### src/rtl/ascon_pack.sv
// Shared types and constants for the ASCON-128 AEAD controller.
// Round indices are 4-bit because the datapath round input is 0..11.
package ascon_pack;

   typedef enum logic [2:0] {
      ST_IDLE    = 3'd0,
      ST_INIT    = 3'd1,
      ST_WAIT_AD = 3'd2,
      ST_AD      = 3'd3,
      ST_WAIT_PT = 3'd4,
      ST_PT      = 3'd5,
      ST_FINAL   = 3'd6,
      ST_DONE    = 3'd7
   } state_fsm_t;

   localparam int         ROUNDS_A       = 12;
   localparam logic [3:0] ROUNDS_B_START = 4'd6;
   localparam logic [3:0] LAST_ROUND     = 4'(ROUNDS_A - 1);

   // Rounds at which the per-block side effects happen.
   localparam logic [3:0] ROUND_A_FIRST  = 4'd0;
   localparam logic [3:0] ROUND_A_CIPHER = 4'd1;
   localparam logic [3:0] ROUND_B_CIPHER = 4'd7;

endpackage

### src/rtl/ascon_round_counter.sv
// Permutation round counter: loads 0 (p12) or 6 (p6) and counts up,
// saturating at the last round so WAIT states see a stable value.
module ascon_round_counter
   import ascon_pack::*;
(
   input  logic       clock_i,
   input  logic       resetb_i,
   input  logic       init_a_i,
   input  logic       init_b_i,
   input  logic       en_i,
   output logic [3:0] round_o,
   output logic       last_o
);

   logic [3:0] round_q;
   logic [3:0] round_d;

   always_comb begin
      round_d = round_q;
      if (init_a_i) begin
         round_d = ROUND_A_FIRST;
      end else if (init_b_i) begin
         round_d = ROUNDS_B_START;
      end else if (en_i && (round_q != LAST_ROUND)) begin
         round_d = round_q + 4'd1;
      end
   end

   always_ff @(posedge clock_i or negedge resetb_i) begin
      if (!resetb_i) begin
         round_q <= 4'd0;
      end else begin
         round_q <= round_d;
      end
   end

   assign round_o = round_q;
   assign last_o  = (round_q == LAST_ROUND);

endmodule

### src/rtl/ascon_fsm.sv
// Moore controller sequencing the permutation_xor datapath through one
// ASCON-128 encryption: p12 init, one AD block, NB_BLOCKS PT blocks, p12 final.
module ascon_fsm
   import ascon_pack::*;
#(
   parameter int NB_BLOCKS = 4
) (
   input  logic       clock_i,
   input  logic       resetb_i,
   input  logic       start_i,
   input  logic       data_valid_i,
   output logic       ready_o,
   output logic       sel_o,
   output logic       en_reg_state_o,
   output logic [3:0] round_o,
   output logic       en_xor_data_o,
   output logic       en_xor_key_begin_o,
   output logic       en_xor_lsb_o,
   output logic       en_xor_key_end_o,
   output logic       en_cypher_begin_o,
   output logic       en_tag_end_o,
   output logic       cipher_valid_o,
   output logic       done_o,
   output state_fsm_t state_o
);

   localparam int            BW       = $clog2(NB_BLOCKS) + 1;
   localparam logic [BW-1:0] LAST_BLK = BW'(NB_BLOCKS - 1);

   state_fsm_t    state_q, state_d;
   logic [BW-1:0] blk_q, blk_d;
   logic          init_a, init_b, cnt_en;
   logic [3:0]    round;
   logic          last;

   ascon_round_counter u_round_counter (
      .clock_i  (clock_i),
      .resetb_i (resetb_i),
      .init_a_i (init_a),
      .init_b_i (init_b),
      .en_i     (cnt_en),
      .round_o  (round),
      .last_o   (last)
   );

   always_ff @(posedge clock_i or negedge resetb_i) begin
      if (!resetb_i) begin
         state_q <= ST_IDLE;
         blk_q   <= '0;
      end else begin
         state_q <= state_d;
         blk_q   <= blk_d;
      end
   end

   // Handshake: data_valid_i is only looked at while ready_o=1 (WAIT states);
   // the block is consumed on that edge and the permutation starts next cycle.
   always_comb begin
      state_d = state_q;
      blk_d   = blk_q;
      init_a  = 1'b0;
      init_b  = 1'b0;
      cnt_en  = 1'b0;
      case (state_q)
         ST_IDLE, ST_DONE: begin
            if (start_i) begin
               state_d = ST_INIT;
               init_a  = 1'b1;
            end
         end
         ST_INIT: begin
            cnt_en = 1'b1;
            if (last) state_d = ST_WAIT_AD;
         end
         ST_WAIT_AD: begin
            if (data_valid_i) begin
               state_d = ST_AD;
               init_b  = 1'b1;
            end
         end
         ST_AD: begin
            cnt_en = 1'b1;
            if (last) begin
               state_d = ST_WAIT_PT;
               blk_d   = '0;
            end
         end
         ST_WAIT_PT: begin
            if (data_valid_i) begin
               if (blk_q == LAST_BLK) begin
                  state_d = ST_FINAL;
                  init_a  = 1'b1;
               end else begin
                  state_d = ST_PT;
                  init_b  = 1'b1;
               end
            end
         end
         ST_PT: begin
            cnt_en = 1'b1;
            if (last) begin
               state_d = ST_WAIT_PT;
               blk_d   = blk_q + BW'(1);
            end
         end
         ST_FINAL: begin
            cnt_en = 1'b1;
            if (last) state_d = ST_DONE;
         end
         default: state_d = ST_IDLE;
      endcase
   end

   always_comb begin
      ready_o            = 1'b0;
      sel_o              = 1'b0;
      en_reg_state_o     = 1'b0;
      en_xor_data_o      = 1'b0;
      en_xor_key_begin_o = 1'b0;
      en_xor_lsb_o       = 1'b0;
      en_xor_key_end_o   = 1'b0;
      en_cypher_begin_o  = 1'b0;
      en_tag_end_o       = 1'b0;
      cipher_valid_o     = 1'b0;
      done_o             = 1'b0;
      case (state_q)
         ST_INIT: begin
            en_reg_state_o   = 1'b1;
            sel_o            = (round != ROUND_A_FIRST);
            en_xor_key_end_o = last;
         end
         ST_WAIT_AD, ST_WAIT_PT: begin
            ready_o = 1'b1;
            sel_o   = 1'b1;
         end
         ST_AD: begin
            sel_o          = 1'b1;
            en_reg_state_o = 1'b1;
            en_xor_data_o  = (round == ROUNDS_B_START);
            en_xor_lsb_o   = last;
         end
         ST_PT: begin
            sel_o             = 1'b1;
            en_reg_state_o    = 1'b1;
            en_xor_data_o     = (round == ROUNDS_B_START);
            en_cypher_begin_o = (round == ROUNDS_B_START);
            cipher_valid_o    = (round == ROUND_B_CIPHER);
         end
         ST_FINAL: begin
            sel_o              = 1'b1;
            en_reg_state_o     = 1'b1;
            en_xor_data_o      = (round == ROUND_A_FIRST);
            en_cypher_begin_o  = (round == ROUND_A_FIRST);
            en_xor_key_begin_o = (round == ROUND_A_FIRST);
            cipher_valid_o     = (round == ROUND_A_CIPHER);
            en_xor_key_end_o   = last;
            en_tag_end_o       = last;
         end
         ST_DONE: done_o = 1'b1;
         default: ;
      endcase
   end

   assign round_o = round;
   assign state_o = state_q;

endmodule

### config.mk
export PLATFORM = sky130hd
export DESIGN_NAME = ascon_fsm
export DESIGN_NICKNAME = d
export VERILOG_FILES = /design/src/rtl/ascon_pack.sv /design/src/rtl/ascon_round_counter.sv /design/src/rtl/ascon_fsm.sv
export SDC_FILE = /design/constraint.sdc
export NUM_CORES = 1
export LEC_CHECK = 0
export CORE_MARGIN = 2
export CORE_UTILIZATION = 47
export DETAILED_ROUTE_END_ITERATION = 8
export PLACE_DENSITY = 0.85
export SLEW_MARGIN = 30
export SYNTH_ARGS = -nofsm -noshare
export SYNTH_HDL_FRONTEND = slang
export SYNTH_SLANG_ARGS = --single-unit
### constraint.sdc
create_clock -name clock_i -period 1.74 [get_ports clock_i]
set_clock_uncertainty 0.1 [all_clocks]
set_input_delay 0.174 -clock clock_i [delete_from_list [all_inputs] [get_ports clock_i]]
set_output_delay 0.174 -clock clock_i [all_outputs]
set_load 0.05 [all_outputs]
==> flow_summary.ini, run 1 <==
[cts]
cts_buffers = 3
h-tree-depth = 1
cts-root-buf = clkbuf_4
ctsHoldBuffers = 0
clock-sinks = 10
cts.path.max_buffers = 2

[logic_synthesis]
synth_edf_count = 0
synth_top_area_share_pct = 30.1
synth_area_sq_um = 832
yosysSeqAreaShare_pct = 30.1
synth.area.top_cells = dfrtp_1 (30%), ha_1 (9.0%), nand2b_1 (6.0%), a22o_1 (4.2%), nor2_1 (3.2%)
syn_nets = 109
yosysWarnings = 0
yosysTopAreaCell = dfrtp_1
syn_avg_cell_area_sq_um = 8.40
async_flop_share_pct = 100
synth-seq-cells = 10
synthFlopType = dfrtp_1
synth_cells = 99
yosysUniqueCellTypes = 40

[placement]
post-place-cells = 143
detailed_place_hpwl_um = 1790
portBuffers = 21
finalWeightedCongestion = 0.824

[floorplanning]
dieHeight_um = 46.1
start_util_pct = 49.3
fp.dieW_um = 46.1
rows = 15
ios = 22

[outcome]
status = stopped before the end
failed_stage = global routing (5_1_grt)
stop_error = [ERROR DPL-0038] Utilization greater than 100%, impossible to legalize

[global_routing]
grt_max_degree = 13

[timing]
worstEndpointType = top-level output
worstEndpointGrtRepair = cipher_valid_o
[synthesized netlist by cell type (all sizes together), types with 2 or more instances]
library cell	count
xnor2	2
or3	2
a21o	2
buf	5
nand2b	8
inv	5
nand4b	2
nor3	4
nand2	6
mux2i	2
nor2	7
dfrtp	10
ha	6
o21ai	7
and3	2
nand3b	2
a21oi	5
a22o	4
[what timing repair did]
item,in CTS
cloned,0
resized for setup,20
setup endpoints to repair,9
buffers inserted,16
pin swaps,12
[kinds of logic after synthesis]
group | synth area share [%]
compound gates | 22.4
buf+inv | 5.56
mux | 2.41
fa+ha+maj | 9.02
flops | 30.1
xor+xnor | 3.16
simple gates | 27.4
[through the flow]
step / hold slack [ns] / setup TNS, ns / setup slack, ns / instance area (sq um)
CTS: 0.126 / -0.732 / -0.203 / 1580
detailed placement: 0.398 / 0 / 0.0206 / 1360
global placement: 0.392 / 0 / 0.0360 / 1360
floorplan: -0.222 / -0.692 / -0.271 / 961
==> run 2: changes to the inputs <==
CORE_AREA = 2 2 63 65   (was default)
CORE_MARGIN = default   (was 2)
CORE_UTILIZATION = default   (was 47)
DIE_AREA = 0 0 65 67   (was default)
PLACE_DENSITY = default   (was 0.85)
PLACE_DENSITY_LB_ADDON = 0.15   (was default)
==> run 2 against run 1 <==
  * The flow now finishes, with violations (setup timing)
  * Synthesized cell count stayed put
  * Area after synthesis stayed put
==> flow_summary.ini, run 2 <==
[layout]
final_common_cell = buf_4
nets = 156
fill_cells = 346
syn2layout_area_growth_pct = 97.9
layout-drive-gt1-share_pct = 57.9
largest_reg_flops = 4
layout.area.seq_sq_um = 259
fin_cells = 193
final_cell_mix = buf_4 (28), buf_12 (14), nand2b_1 (7), dfrtp_2 (7), nand2_1 (6)
fin_util_pct = 45.7
diodes = 0
multi_input_area_sq_um = 694

[outcome]
violations = setup timing
status = finished with violations

[global_routing]
grt_pass1_vias = 922
antenna_found_initial = 0
gr-usage-all-layers_pct = 12.2
grt_max_degree = 16
grt_pass1_wl_um = 4110
grt_overflow_total = 0

[logic_synthesis]
yosysWarnings = 0
ys_top_cells_by_count = dfrtp_1 (10), nand2b_1 (8), nor2_1 (7)
syn_avg_cell_area_sq_um = 8.40
synthFlopType = dfrtp_1
yosysUniqueCellTypes = 40
synth_edf_count = 0
synth_top_area_share_pct = 30.1
syn_nets = 109
yosysTopAreaCell = dfrtp_1
synth-seq-cells = 10
yosysMostFrequentCell = dfrtp_1
async_flop_share_pct = 100
yosysSeqAreaShare_pct = 30.1
synth.area.top_cells = dfrtp_1 (30%), ha_1 (9.0%), nand2b_1 (6.0%), a22o_1 (4.2%), nor2_1 (3.2%)
synth_area_sq_um = 832
synth_cells = 99

[worst_setup_path]
cp-startpoint = state_o[1]$_DFFE_PN0P_
r2r_cells = 8
reg2reg_setup_slack_ns = -0.03
arrival_ns = 1.62
r2r_start = u_round_counter.round_o[1]$_DFFE_PN0P_
critical_path_required_ns = 1.47
reg2reg_to = u_round_counter.round_o[0]$_DFFE_PN0P_
crit_path_start_kind = register
path_max_fanout = 3
end_kind = primary output
critical_path_class = register to primary output

[timing]
max_freq_mhz = 527
fin_ws_ns = -0.157
tightest_slew_ns = 0.493
rsz0062_at_grt = true
setup_viol = 9
finalMaxSlewViolations = 0
min_period_over_period_pct = 109
timing.max_slew.rel_slack_pct = 67.1
timing_hold_violations_final = 0
finalSetupTns_ns = -0.772
period_needed_ns = 1.90

[detailed_routing]
antenna_left = 0
vias_per_cell = 4.75
wirelength_um = 2560
detail_route.first_pass.iterations = 4
drc = 0
wl_per_cell_um = 13.3
vias = 916
drt_iter0_drc = 32

[placement]
detailed_place_hpwl_um = 2040
portBuffers = 21
finalWeightedCongestion = 0.803
post-place-cells = 178

[cts]
clock-sinks = 10
cts_buffers = 3
h-tree-depth = 1
cts-root-buf = clkbuf_8
ctsHoldBuffers = 0
cts_tree = built
insertion_delay_ns = 0.23
path_clk_slew_ns = 0.05
cts.path.max_buffers = 2

[floorplanning]
dieArea_sq_um = 4360
core_area_sq_um = 3610
start_util_pct = 23.1
ios = 22
dieHeight_um = 67
fp.dieW_um = 65
rows = 22

[worst_hold_path]
min_path_type = primary input to asynchronous set/reset pin

[run]
cap_viol_max_count = 0

[power]
power_leakage_nw = 0.667
p_per_area_nw_per_um2 = 1790
ir_drop_uv = 580
==> run 2: worst max-delay path by stage <==
stage	to	slack (ns)
2_1_floorplan	cipher_valid_o	-0.27
3_3_place_gp	cipher_valid_o	0.05
3_5_place_dp	cipher_valid_o	0.02
4_1_cts	cipher_valid_o	-0.18
5_1_grt	en_xor_data_o	-0.20
6_report	cipher_valid_o	-0.16
==> run 2: routing by layer <==
metal / global-route usage [%] / vias up / part of all wire, % / wire length [um]
li1: - / 452 / - / -
met1: 14.4 / 444 / 45 / 1150
met2: 22.9 / 18 / 52 / 1330
met3: 2.20 / 2 / 3.0 / 77
met4: 2.39 / 0 / 0.39 / 10
met5: 0 / - / 0 / 0
==> run 2: power breakdown <==
| group | total (mW) | internal [mW] | switching (mW) |
|---|---|---|---|
| clock network | 0.294 | 0.199 | 0.0945 |
| registers | 0.473 | 0.327 | 0.146 |
| logic | 2.19 | 1.04 | 1.15 |
| total | 2.95 | 1.56 | 1.39 |
==> run 2: metrics by stage <==
stage	hold slack, ns	setup WS, ns	power, mW	cell area [sq um]
floorplan	-0.222	-0.271	1.64	961
global placement	0.390	0.0535	2.37	1440
detailed placement	0.400	0.0195	2.37	1440
CTS	0.198	-0.177	2.76	1540
global route	0.210	-0.201	3.12	1650
finish	0.174	-0.157	2.95	1650
==> run 2: cell families after synthesis <==
group,after synthesis,synth area share [%]
multiplexers,2,2.41
AND/OR/NAND/NOR,40,27.4
adder cells (fa/ha/maj),6,9.02
XOR/XNOR,3,3.16
flip-flops,10,30.1
AO/OA/AOI/OAI,27,22.4
buffers and inverters,11,5.56
==> run 2: layout make-up <==
| cell class | instances | share of cell area (%) |
|---|---|---|
| sequential | 10 | 15.7 |
| timing repair buffer | 48 | 33.7 |
| inverter | 5 | 1.44 |
| tap | 48 | 3.65 |
| clock buffer | 4 | 3.34 |
| multi-input combinational | 78 | 42.2 |
==> run 2: worst max-delay path, cell delays in order, from the launching register on <==
cell and delay (ns):
dfrtp_2 0.40, inv_4 0.04, or4_4 0.52, a211oi_4 0.26, buf_12 0.17
==> run 2: timing repair <==
action	4_1_cts	5_1_grt
gates resized for setup	6	12
setup endpoints to repair	9	15
setup buffers	4	7
pin swaps	4	8
(Power assumes the default switching activity.)
==> run 3: changes to the inputs <==
ABC_AREA = 1   (was default)
==> run 3 against run 2 <==
  * The run now ends clean
  * Sequential power up 3%
  * Register-to-register slack better by 0.21 ns
  * Final cell count up 13%
  * Clock power about the same
  * Worst hold slack worse by 0.011 ns
  * Highest routed layer unchanged
==> flow_summary.ini, run 3 <==
[floorplanning]
fp.dieW_um = 65
ios = 22
rows = 22
start_util_pct = 26.1
dieHeight_um = 67
dieArea_sq_um = 4360
core_area_sq_um = 3610

[timing]
timing.max_slew.rel_slack_pct = 68.0
period_needed_ns = 1.71
finalSetupTns_ns = 0
max_freq_mhz = 586
rsz0062_at_grt = true
fin_ws_ns = 0.0341
hold_ws_ns = 0.163
tightest_slew_ns = 0.478
setup_viol = 0
finalMaxSlewViolations = 0
timing_hold_violations_final = 0
min_period_over_period_pct = 98.0

[cts]
cts_tree = built
insertion_delay_ns = 0.24
h-tree-depth = 1
cts.path.max_buffers = 2
clock-sinks = 10
cts-root-buf = clkbuf_8
path_clk_slew_ns = 0.05
cts_buffers = 3
ctsHoldBuffers = 0

[global_routing]
grt_pass1_vias = 967
grt_max_degree = 11
grt_pass1_wl_um = 4480
gr-usage-all-layers_pct = 13.3
antenna_found_initial = 0
grt_overflow_total = 0

[logic_synthesis]
synth.area.top_cells = dfrtp_1 (27%), nand2_1 (12%), ha_1 (8.0%), nand3_1 (8.0%), inv_1 (6.4%)
ys_top_cells_by_count = nand2_1 (30), inv_1 (16), nand3_1 (15)
synth-seq-cells = 10
yosysSeqAreaShare_pct = 26.6
synth_edf_count = 0
synth_cells = 132
yosysWarnings = 0
yosysMostFrequentCell = nand2_1
yosysUniqueCellTypes = 25
synthFlopType = dfrtp_1
synth_area_sq_um = 941
synth_top_area_share_pct = 26.6
syn_nets = 142
yosysTopAreaCell = dfrtp_1
syn_avg_cell_area_sq_um = 7.13
async_flop_share_pct = 100

[power]
power_mw = 2.93
power_switching_mw = 1.54
power.internal_mw = 1.39
p_per_area_nw_per_um2 = 1840
clkPwrFrac_pct = 10.1
switching_share_pct = 52.5
combPwrFrac_pct = 73.4
ir_drop_uv = 538
seqPwrFrac_pct = 16.6
power_leakage_nw = 0.764

[worst_setup_path]
reg2reg_setup_slack_ns = 0.18
r2r_cells = 10
critical_path_class = register to primary output
end_kind = primary output
cp-startpoint = state_o[1]$_DFFE_PN0P_
reg2reg_to = u_round_counter.round_o[3]$_DFFE_PN0P_
arrival_ns = 1.43
r2r_start = state_o[1]$_DFFE_PN0P_
endpoint = cipher_valid_o
path_max_fanout = 4
critical_path_required_ns = 1.47
crit_path_start_kind = register

[layout]
diodes = 0
largest_reg_flops = 4
fill_cells = 367
final_common_cell = nand2_1
final_cell_mix = nand2_1 (30), buf_4 (20), nand3_1 (13)
layout-drive-gt1-share_pct = 50.6
nets = 181
syn2layout_area_growth_pct = 69.3

[placement]
detailed_place_hpwl_um = 1960
post-place-ws_ns = 0.104
finalWeightedCongestion = 0.829
portBuffers = 21

[detailed_routing]
drt_iter0_drc = 29
antenna_left = 0
detail_route.first_pass.iterations = 4
vias_per_cell = 4.55
wl_per_cell_um = 11.4
wirelength_um = 2480
drc = 0
vias = 992

[run]
cap_viol_max_count = 0

[outcome]
status = finished clean

[worst_hold_path]
min_path_type = primary input to asynchronous set/reset pin
run 3: changes by cell type in the layout (fill, tap and decap cells not counted), moves of 4 or more:
cell / previous run / this run
nand2_1: 6 / 30
nand3_1: 1 / 13
buf_4: 28 / 20
inv_2: 0 / 7
nand2_2: 0 / 7
nand2b_1: 7 / 0
inv_1: 3 / 9
nor2_1: 3 / 9
nand3_2: 0 / 5
a22o_1: 4 / 0
run 3: routing by layer:
layer,vias up,global-route usage (%),part of all wire (%)
li1,507,-,-
met1,463,16.5,45
met2,20,22.8,51
met3,2,1.69,3.6
met4,0,6.38,0.93
met5,-,0,0
run 3: worst min-delay path by stage:
stage | start | endpoint
4_1_cts | resetb_i | blk_q[0]$_DFFE_PN0P_
3_5_place_dp | blk_q[0]$_DFFE_PN0P_ | blk_q[0]$_DFFE_PN0P_
6_report | resetb_i | blk_q[0]$_DFFE_PN0P_
2_1_floorplan | resetb_i | blk_q[0]$_DFFE_PN0P_
5_1_grt | resetb_i | blk_q[0]$_DFFE_PN0P_
3_3_place_gp | blk_q[0]$_DFFE_PN0P_ | blk_q[0]$_DFFE_PN0P_
run 3: kinds of logic (layout without fill, tap and decap cells):
group                    after synthesis  after routing  share of synthesized area, %
AND/OR/NAND/NOR                       84             84                          48.9
buffers and inverters                 21             59                          9.97
AO/OA/AOI/OAI                         10             10                          5.58
flip-flops                            10             10                          26.6
adder cells (fa/ha/maj)                6              6                          7.98
XOR/XNOR                               1              1                         0.931
run 3: repair_timing:
| item | CTS | global route |
|---|---|---|
| pin swaps | 3 | 4 |
| resized for setup | 7 | 10 |
| endpoints found under the setup margin | 6 | 8 |
| setup buffers | 8 | 5 |
run 3: worst max-delay path: stages (launching register included):
cell and delay (ns):
dfrtp_4 0.49, inv_6 0.10, nand3_2 0.09, nor3_2 0.15
o21ai_2 0.09, nor2_4 0.13, buf_12 0.14
run 3: area by class of cell:
type                    instances  area (sq um)  area share [%]
flip-flops and latches         10           262            16.4
clock buffers                   4          55.1            3.46
repair buffers                 37           447            28.0
well taps                      48          60.1            3.77
inverters                      18          75.1            4.71
multi-input cells             101           694            43.6
run 3: metrics by stage:
| step | instance area, sq um | utilization (%) | cells |
|---|---|---|---|
| 6_report | 1590 | 44.2 | 218 |
| 5_1_grt | 1590 | 44.2 | 218 |
| 4_1_cts | 1520 | 42.1 | 213 |
| 3_5_place_dp | 1390 | 38.6 | 201 |
| 3_3_place_gp | 1390 | 38.6 | 201 |
| 2_1_floorplan | 1020 | - | 132 |
run 3: power groups by stage:
stage / Sequential [mW] / Combinational (mW) / Clock (mW)
after floorplan: 0.667 / 1.18 / 0
after global placement: 0.531 / 1.90 / 0
after detailed placement: 0.535 / 1.90 / 0
after CTS: 0.481 / 2.09 / 0.311
after global routing: 0.503 / 2.34 / 0.322
final: 0.486 / 2.15 / 0.296
==> run 4: changes to the inputs <==
GPL_TIMING_DRIVEN = 0   (was default)
==> run 4 against run 3 <==
  * The flow now finishes with violations (setup timing)
  * Final area increased by 0.94%
  * Register-to-register slack got worse by 0.06 ns
  * Global-route usage fell by 0.36 points
  * First-iteration DRC count stayed put
  * Highest routed layer unchanged
  * Fmax down 2.8%
  * Clock-buffer cell count stayed put
  * Final cell count is 3.2% higher
==> flow_summary.ini, run 4 (synthesis gave the netlist of run 3 again) <==
[outcome]
status = finished with violations
violations = setup timing

[cts]
clock-sinks = 10
path_clk_slew_ns = 0.05
cts_tree = built
cts_buffers = 3
cts.path.max_buffers = 2
h-tree-depth = 1
ctsHoldBuffers = 0
insertion_delay_ns = 0.24
cts-root-buf = clkbuf_8

[detailed_routing]
vias_per_cell = 4.52
antenna_left = 0
drc = 0
wirelength_um = 2680
vias = 1016
drt_iter0_drc = 29
wl_per_cell_um = 11.9
detail_route.first_pass.iterations = 4

[worst_setup_path]
max_stage_delay_ns = 0.42
critical_path_required_ns = 1.47
path_cells = buf_12 > nor2_8 > nand2_8 > nor3_4 > o21ai_2 > nor2_4 > buf_8
end_kind = primary output
reg2reg_setup_slack_ns = 0.12
arrival_ns = 1.48
path_max_fanout = 6
critical_path.slowest_cell = dfrtp_2
critical_path_class = register to primary output
crit_path_start_kind = register

[power]
p_per_area_nw_per_um2 = 1910
power_leakage_nw = 0.764
ir_drop_uv = 504

[floorplanning]
dieHeight_um = 67
core_area_sq_um = 3610
dieArea_sq_um = 4360
rows = 22
start_util_pct = 26.1
fp.dieW_um = 65
ios = 22

[layout]
design_area_sq_um = 1610
diodes = 0
fin_util_pct = 44.6
syn2layout_area_growth_pct = 70.9
final_common_cell = nand2_1
layout-drive-gt1-share_pct = 51.4
final_cell_mix = nand2_1 (29), buf_4 (23), nand3_1 (11)
nets = 188
largest_reg_flops = 4

[timing]
finalMaxSlewViolations = 0
period_needed_ns = 1.75
rsz0062_at_grt = true
fin_ws_ns = -0.0142
min_period_over_period_pct = 101
max_freq_mhz = 570
timing.max_slew.rel_slack_pct = 65.3
tightest_slew_ns = 0.519
setup_viol = 1
timing_hold_violations_final = 0

[global_routing]
antenna_found_initial = 0
grt_overflow_total = 0
grt_pass1_wl_um = 4270
gr-usage-all-layers_pct = 13.0
grt_pass1_vias = 983
grt_max_degree = 11

[run]
cap_viol_max_count = 0

[placement]
detailed_place_hpwl_um = 1890
portBuffers = 21
dpl_cell_area_sq_um = 1290
finalWeightedCongestion = 0.898
post-place-ws_ns = -0.617

[worst_hold_path]
min_path_type = primary input to asynchronous set/reset pin
## run 4: changes by cell type in the layout (fill, tap and decap cells not counted), moves of 3 or more
cell | previous run | this run
buf_6 | 1 | 5
buf_4 | 20 | 23
ha_1 | 6 | 3
dlygate4sd2_1 | 0 | 4
clkdlybuf4s50_1 | 3 | 6
buf_12 | 12 | 1
## run 4: layer usage
metal  up-vias  part of all wire (%)  track usage (%)
met5         -                     0                0
met4         0                   1.5             7.71
met3         4                   3.4             1.86
met2        21                    51             21.8
met1       472                    44             15.7
li1        519                     -                -
## run 4: report_power, final
group | switching (mW) | total (mW) | internal, mW
Sequential | 0.104 | 0.435 | 0.331
Combinational | 1.44 | 2.34 | 0.903
Clock | 0.0985 | 0.298 | 0.200
Total | 1.64 | 3.08 | 1.43
## run 4: metrics by stage
stage               TNS, ns  hold WS, ns  instances  power, mW
floorplan           -0.0933       -0.222        132       1.85
CTS                 -0.0701        0.198        217       2.83
global route         -0.114        0.224        225       3.30
detailed placement    -3.84        0.387        201       2.31
global placement      -3.75        0.367        201       2.30
finish              -0.0142        0.183        225       3.08
## run 4: worst paths after layout
kind,startpoint,end,cells past startpoint
min reg2reg,blk_q[0]$_DFFE_PN0P_,blk_q[0]$_DFFE_PN0P_,1
max,state_o[0]$_DFFE_PN0P_,cipher_valid_o,7
min in group clock_i,blk_q[0]$_DFFE_PN0P_,blk_q[0]$_DFFE_PN0P_,1
max reg2reg,state_o[1]$_DFFE_PN0P_,u_round_counter.round_o[2]$_DFFE_PN0P_,9
min,resetb_i,blk_q[0]$_DFFE_PN0P_,1
max in group asynchronous,resetb_i,state_o[1]$_DFFE_PN0P_,1
## run 4: worst max-delay path: cells and delay by family (launching register included)
| kind | cells | cell delay (ns) |
|---|---|---|
| AO/OA/AOI/OAI | 1 | 0.09 |
| buffers and inverters | 2 | 0.29 |
| flip-flops | 1 | 0.42 |
| AND/OR/NAND/NOR | 4 | 0.44 |
## run 4: what timing repair did
| action | in CTS | in global routing |
|---|---|---|
| setup endpoints to repair | 15 | 9 |
| resized for setup | 86 | 24 |
| pin swaps | 3 | 5 |
| buffers inserted | 12 | 8 |
| gates cloned | 0 | 0 |
## run 4: cell type report
class                           instances  area [sq um]
Clock buffer                            4          55.1
Tap cell                               48          60.1
Timing Repair Buffer                   41           353
Multi-Input combinational cell        101           747
Sequential cell                        10           262
Buffer                                  3          46.3
Inverter                               18          85.1
Fill cell                             361          2000
